### src/rtl/uart_tx_arbiter.sv
// Round-robin, message-granular arbiter that shares one uart_tx byte channel
// between NUM_REQ requesters through a one-entry registered output stage.
module uart_tx_arbiter #(
  parameter int unsigned NUM_REQ    = 4,
  parameter int unsigned DATA_WIDTH = 8,
  parameter int unsigned MAX_BURST  = 64,
  localparam int unsigned ID_W      = $clog2(NUM_REQ)
) (
  input  logic                          clk,
  input  logic                          rst,
  input  logic [NUM_REQ-1:0]            req_valid,
  input  logic [NUM_REQ*DATA_WIDTH-1:0] req_data,
  input  logic [NUM_REQ-1:0]            req_last,
  output logic [NUM_REQ-1:0]            req_ready,
  output logic                          tx_valid,
  output logic [DATA_WIDTH-1:0]         tx_data,
  input  logic                          tx_ready,
  output logic [ID_W-1:0]               grant_id,
  output logic                          busy
);

  localparam int unsigned CNT_W = $clog2(MAX_BURST + 1);

  typedef enum logic {IDLE, SEND} state_t;

  state_t                  state;
  logic [ID_W-1:0]         last;
  logic [CNT_W-1:0]        burst_cnt;

  logic [ID_W-1:0]         pick;
  logic [ID_W-1:0]         cand;
  logic                    any_req;
  logic                    req_xfer;
  logic                    g_last;
  logic [DATA_WIDTH-1:0]   g_data;

  // Round-robin scan starting one past the most recent grantee.
  always_comb begin
    pick    = last;
    cand    = last;
    any_req = 1'b0;
    for (int unsigned k = 1; k <= NUM_REQ; k++) begin
      cand = ID_W'((32'(last) + k) % NUM_REQ);
      if (!any_req && req_valid[cand]) begin
        any_req = 1'b1;
        pick    = cand;
      end
    end
  end

  // Only the grantee sees ready, and only when the output register can take a byte.
  always_comb begin
    req_ready = '0;
    if (state == SEND) begin
      req_ready[grant_id] = !tx_valid || tx_ready;
    end
  end

  assign g_data   = req_data[32'(grant_id) * DATA_WIDTH +: DATA_WIDTH];
  assign g_last   = req_last[grant_id];
  assign req_xfer = req_valid[grant_id] && req_ready[grant_id];
  assign busy     = (state == SEND) || tx_valid;

  always_ff @(posedge clk) begin
    if (rst) begin
      state     <= IDLE;
      last      <= ID_W'(NUM_REQ - 1);
      grant_id  <= '0;
      burst_cnt <= '0;
      tx_valid  <= 1'b0;
      tx_data   <= '0;
    end else begin
      // A load in SEND below overrides this drain when both happen together.
      if (tx_valid && tx_ready) begin
        tx_valid <= 1'b0;
      end
      case (state)
        IDLE: begin
          if (any_req) begin
            grant_id  <= pick;
            last      <= pick;
            burst_cnt <= '0;
            state     <= SEND;
          end
        end
        SEND: begin
          if (req_xfer) begin
            tx_data   <= g_data;
            tx_valid  <= 1'b1;
            burst_cnt <= burst_cnt + CNT_W'(1);
            if (g_last || (burst_cnt == CNT_W'(MAX_BURST - 1))) begin
              state <= IDLE;
            end
          end
        end
        default: state <= IDLE;
      endcase
    end
  end

endmodule

### config.mk
export PLATFORM = sky130hd
export DESIGN_NAME = uart_tx_arbiter
export DESIGN_NICKNAME = d
export VERILOG_FILES = /design/src/rtl/uart_tx_arbiter.sv
export SDC_FILE = /design/constraint.sdc
export NUM_CORES = 1
export LEC_CHECK = 0
export CORE_UTILIZATION = 44
export DETAILED_ROUTE_END_ITERATION = 16
export PLACE_DENSITY = 0.95
export SLEW_MARGIN = 20
export SYNTH_ARGS = -nofsm -noshare
export SYNTH_HDL_FRONTEND = slang
export SYNTH_SLANG_ARGS = --single-unit
### constraint.sdc
create_clock -name clk -period 4.3 [get_ports clk]
set_input_delay 0.86 -clock clk [delete_from_list [all_inputs] [get_ports clk]]
set_output_delay 0.86 -clock clk [all_outputs]
set_load 0.05 [all_outputs]
==> impl_metrics.toml, run 1 <==
[outcome]
status = "finished clean"

[sta]
period_needed_ns = 3.512
max_slew_margin_pct = 50.36
rsz0062_at_grt = "no"
maxSlewViolCount = 0
fmax_ghz = 0.2847
tightestPinTransition_ns = 0.7435
final_hold_viol_count = 0
fin_skew_ns = 0.003338
fin_crit_sh_pct = 81.68
finalSetupTns_ns = 0
setup_viol = 0

[place]
dp.final_hpwl_um = 2868
io_buffers = 58
placed_cells = 217
gp_congestion = 0.7852

[logic_synthesis]
syn_area_sq_mm = 0.001244
synthTopCellsByArea = "dfxtp_1 (34%), mux4_2 (16%), nand2_1 (7.5%), a21oi_1 (7.2%), nand3_1 (2.8%)"
synth.distinct_cells = 38
ys_async_sr_fraction_pct = 0
syn_inst = 139
ys_ff_latch = 21
yosys.area.top_type_share_pct = 33.80
yosys_warnings = 0
yosysTopAreaCell = "dfxtp_1"
synth_area_per_cell_sq_um = 8.947
syn_nets = 183
synth.yosys.seq_area_share_pct = 33.80
ys.flop_type = "dfxtp_1"
synth_enable_flop_cells = 0

[global_routing]
grt_usage_pct = 26.75
grt_most_used_layer = "met2"
antenna_found_initial = 0
gr-usage-met1_pct = 27.46
grt_pass1_vias = 1326
grt_max_degree = 19
overflow = 0
grt_first_pass_wirelength_um = 5575
grt_util_met3_pct = 6.557
use_met2_pct = 50.60

[finish]
area_growth_pct = 47.99
nets = 236
layout_common_cells = "clkdlybuf4s50_1 (58), nand2_1 (25), dfxtp_1 (21), a21oi_1 (18), mux4_2 (9)"
drive_gt1_share_pct = 8.377
fill_cells = 204
diodes = 0
final_cells = 221
mostFrequentLayoutCell = "clkdlybuf4s50_1"

[worst_setup_path]
crit_type = "primary input to primary output"
crit_slowest_cell = "clkdlybuf4s50_1"
critPathLaunchType = "primary input"
critPathBufInv = 2
cp_top_family = "buffers and inverters"
path_common_cell = "clkdlybuf4s50_1"
end_kind = "primary output"
critPathMaxStageDelay_ns = 0.83
critical_path.max_fanout = 6
cp.arrival_ns = 2.65
path_cells = "clkdlybuf4s50_1 > nand2b_1 > nand2_1 > nor3_1 > clkdlybuf4s50_1"
cp.required_ns = 3.44

[detailed_routing]
ant_nets = 0
vias = 1328
routed_wl_um = 3733
wl_per_cell_um = 16.89
drtIter0Drc = 49
drt-vias-per-instance = 6.009
drc_errors = 0
drt_pass1_iterations = 4

[clock_network]
cts_tree = "yes"
cts_made_buffers = 3
clk_path_buf_depth = 2
cts_root_buf = "clkbuf_4"
cts_setup_buffers = 0
cts_hold_buffers = 0
cts.sinks = 21
clk_pin_slew_ns = 0.11
htree_num_levels = 1
clock_latency_ns = 0.31
ctsResizeCount = 0

[power]
ir_worst_vdd_mv = 0.2841
leakage_uw = 0.0006554
cellPowerDensity_mw_per_mm2 = 287.8

[hold_path]
worstHoldPathType = "register to register"

[run]
maxCapViolations = 0

[die]
fp-row-count = 18
die_h_um = 55.17
io_pins = 59
core_sq_mm = 0.002567
dieArea_sq_mm = 0.003043
dieWidth_um = 55.17
start_util_pct = 48.44
-- cell usage after synthesis (all sizes together), types with 2 or more instances --
master	count
nor2	5
inv	5
o21ai	2
and3	2
nand3	8
nor4bb	2
a21oi	18
or3	2
mux4	10
buf	4
o211ai	3
a221oi	2
nor3	2
nand2b	2
nand2	25
nor4	2
or4	3
dfxtp	21
clkbuf	6
-- cells by family (layout without fill, tap and decap cells) --
logic type	count (synthesis)	after routing	share of synthesized area, %
AND/OR/NAND/NOR	59	59	24.85
XOR/XNOR	1	1	0.7044
flip-flops	21	21	33.80
buffers and inverters	15	67	5.432
AO/OA/AOI/OAI	32	32	15.80
adder cells (fa/ha/maj)	1	1	1.006
multiplexers	10	10	18.41
-- worst paths after layout --
path                                          startpoint                       to  cells past startpoint  slack (ns)
worst max register to register  grant_id[1]$_SDFFE_PP0P_         state$_SDFF_PP0_                      3        2.06
worst min register to register   tx_data[3]$_SDFFE_PP0P_  tx_data[3]$_SDFFE_PP0P_                      2        0.47
worst max-delay path                            tx_ready             req_ready[1]                      5        0.79
worst min-delay path             tx_data[3]$_SDFFE_PP0P_  tx_data[3]$_SDFFE_PP0P_                      2        0.47
-- layout make-up --
cell class	count	area, sq um	share of cell area (%)
tap	30	37.54	2.039
timing repair buffer	58	580.6	31.54
inverter	5	18.77	1.020
clock buffer	3	22.52	1.224
sequential	21	420.4	22.84
clock inverter	1	5.005	0.2719
multi-input combinational	103	755.7	41.06
-- worst register-to-register path, stage by stage (launching register included) --
cell	delay, ns
dfxtp_1	0.74
mux4_1	0.71
and3_1	0.37
a221oi_1	0.33
-- per-layer routing --
layer	vias up	part of all wire, %
met5	-	0
met4	0	1.3
met3	4	3.6
met2	43	58
met1	655	37
li1	626	-
-- flip-flops by register name, summed over array words and instances, names as in the netlist --
signal	count
tx_valid	1
tx_data	8
burst_cnt	7
state	1
last	2
grant_id	2
-- report_power, final --
group / total, uW / leakage, uW / switching, uW / internal (uW)
logic: 200 / 0.000466 / 101 / 99.0
clock network: 95.5 / 0.0000177 / 60.7 / 34.8
registers: 234 / 0.000172 / 25.5 / 209
total: 530 / 0.000655 / 187 / 342
-- stage by stage --
stage / instance area (sq um) / hold slack [ns] / power, uW / utilization [%] / worst slack (ns)
5_1_grt: 1841 / 0.5005 / 553.8 / 71.69 / 0.6863
3_3_place_gp: 1813 / 0.4429 / 428.9 / 70.61 / 0.8541
2_1_floorplan: 1244 / 0.4520 / 357.3 / - / 1.180
3_5_place_dp: 1813 / 0.4496 / 437.7 / 70.61 / 0.7958
4_1_cts: 1841 / 0.4658 / 531.7 / 71.69 / 0.7891
6_report: 1841 / 0.4664 / 529.7 / 71.69 / 0.7877
Power figures use the tool's default switching activity.
==> inputs of run 2 (changes only) <==
- CORE_UTILIZATION: 44 -> 37
- PLACE_DENSITY: 0.95 -> 0.87
- clock period: 4.3 -> 3 ns (I/O delays scaled with it)
==> run 2 against run 1 <==
Register-to-register slack worse by 0.99 ns. Setup slack got worse by 0.30 ns. Wire length shrank 13%. Critical endpoint unchanged. Critical path type unchanged. Total power grew 47%. Highest routed layer unchanged. Global-route usage fell by 7.8 points. Combinational power increased by 53%.
==> impl_metrics.toml, run 2 (synthesized netlist as in run 1, its figures left out) <==
[outcome]
status = "finished clean"

[finish]
nets = 239
final_core_utilization_pct = 61.48
diodes = 0
fin_area_sq_mm = 0.001923
largest-register = "tx_data"
layout_common_cells = "clkdlybuf4s50_1 (54), nand2_1 (25), dfxtp_1 (21), a21oi_1 (18), mux4_2 (9)"
reg.largest.list = "tx_data: 8 flops, burst_cnt: 7 flops"
drive_gt1_share_pct = 11.86
mostFrequentLayoutCell = "clkdlybuf4s50_1"
largest_reg_flops = 8
fill_cells = 273
area_growth_pct = 54.63

[global_routing]
grt_first_pass_wirelength_um = 5078
grt_usage_pct = 18.99
overflow = 0
antenna_found_initial = 0
grt_max_degree = 19
grt_pass1_vias = 1177

[worst_setup_path]
crit_type = "primary input to primary output"
critical_path.max_fanout = 6
cp.arrival_ns = 1.91
reg2reg_slack_ns = 1.07
cp.required_ns = 2.40
critPathLaunchType = "primary input"
end_kind = "primary output"

[sta]
fin_skew_ns = 0.01760
setup_viol = 0
maxSlewViolCount = 0
fmax_ghz = 0.3984
period_needed_ns = 2.510
tightestPinTransition_ns = 0.5102
fin_crit_sh_pct = 83.67
max_slew_margin_pct = 65.88
rsz0062_at_grt = "no"
finalSetupTns_ns = 0
final_hold_viol_count = 0

[hold_path]
worstHoldPathType = "register to register"

[place]
io_buffers = 58
dp.final_hpwl_um = 2496
placed_area_sq_mm = 0.001893
gp_congestion = 0.8490

[die]
fp-row-count = 20
io_pins = 59
dieWidth_um = 59.98
start_util_pct = 39.76
core_sq_mm = 0.003128
die_h_um = 59.98
dieArea_sq_mm = 0.003597

[clock_network]
cts_tree = "yes"
cts_hold_buffers = 0
cts_setup_buffers = 0
cts_root_buf = "clkbuf_4"
cts_made_buffers = 3
cts.sinks = 21
clk_pin_slew_ns = 0.13
ctsResizeCount = 0
clk_path_buf_depth = 2
htree_num_levels = 1
clock_latency_ns = 0.32

[detailed_routing]
drtIter0Drc = 62
routed_wl_um = 3246
drt_pass1_iterations = 4
drc_errors = 0
vias = 1268
ant_nets = 0
drt-vias-per-instance = 5.328
wl_per_cell_um = 13.64

[power]
ir_worst_vdd_mv = 0.2706
leakage_uw = 0.0006865
cellPowerDensity_mw_per_mm2 = 404.4

[run]
maxCapViolations = 0
[run 2: cell count changes in the layout (fill, tap and decap cells not counted), sizes merged]
| cell | change |
|---|---|
| clkinvlp | +1 |
| clkinv | -1 |
| buf | +7 |
| clkdlybuf4s50 | -4 |
[run 2: worst max-delay path, stage by stage]
cell and delay [ns]:
clkdlybuf4s50_1 0.44, nand2b_1 0.26, nand2_1 0.11, nor3_1 0.30
buf_12 0.19
[run 2: cell type report]
cell class	instances	area [sq um]	area share, %
clock inverter	1	7.507	0.3904
clock buffer	3	22.52	1.171
timing repair buffer	61	643.1	33.44
tap	44	55.05	2.863
sequential	21	420.4	21.86
inverter	5	18.77	0.9759
multi-input combinational	103	755.7	39.30
[run 2: metrics by stage]
step                hold slack (ns)  worst slack [ns]  total power [uW]  instances
floorplan                    0.4520            0.1401             512.1        139
detailed placement           0.4487            0.3706             639.4        234
CTS                          0.4666            0.4926             778.8        238
global route                 0.4926            0.4106             812.6        238
global placement             0.4421            0.4555             633.8        234
finish                       0.4670            0.4899             777.7        238
[run 2: final timing paths]
kind / cells after the start / endpoint / startpoint
max: 5 / req_ready[1] / tx_ready
min reg2reg: 2 / tx_data[3]$_SDFFE_PP0P_ / tx_data[3]$_SDFFE_PP0P_
min: 2 / tx_data[3]$_SDFFE_PP0P_ / tx_data[3]$_SDFFE_PP0P_
max reg2reg: 4 / burst_cnt[4]$_SDFFE_PP0P_ / grant_id[1]$_SDFFE_PP0P_
[run 2: where the power goes]
part | internal (uW) | leakage (uW) | switching (uW)
logic | 154 | 0.000501 | 153
registers | 299 | 0.000172 | 26.8
clock network | 51.1 | 0.0000139 | 93.8
total | 504 | 0.000686 | 274
[run 2: per-layer routing]
metal  vias to the layer above  GRT usage [%]  part of all wire [%]
li1                        630              -                     -
met5                         -              0                     0
met1                       591          24.16                    43
met4                         0          3.987                   1.0
met3                         4          5.411                   5.0
met2                        43          31.90                    51
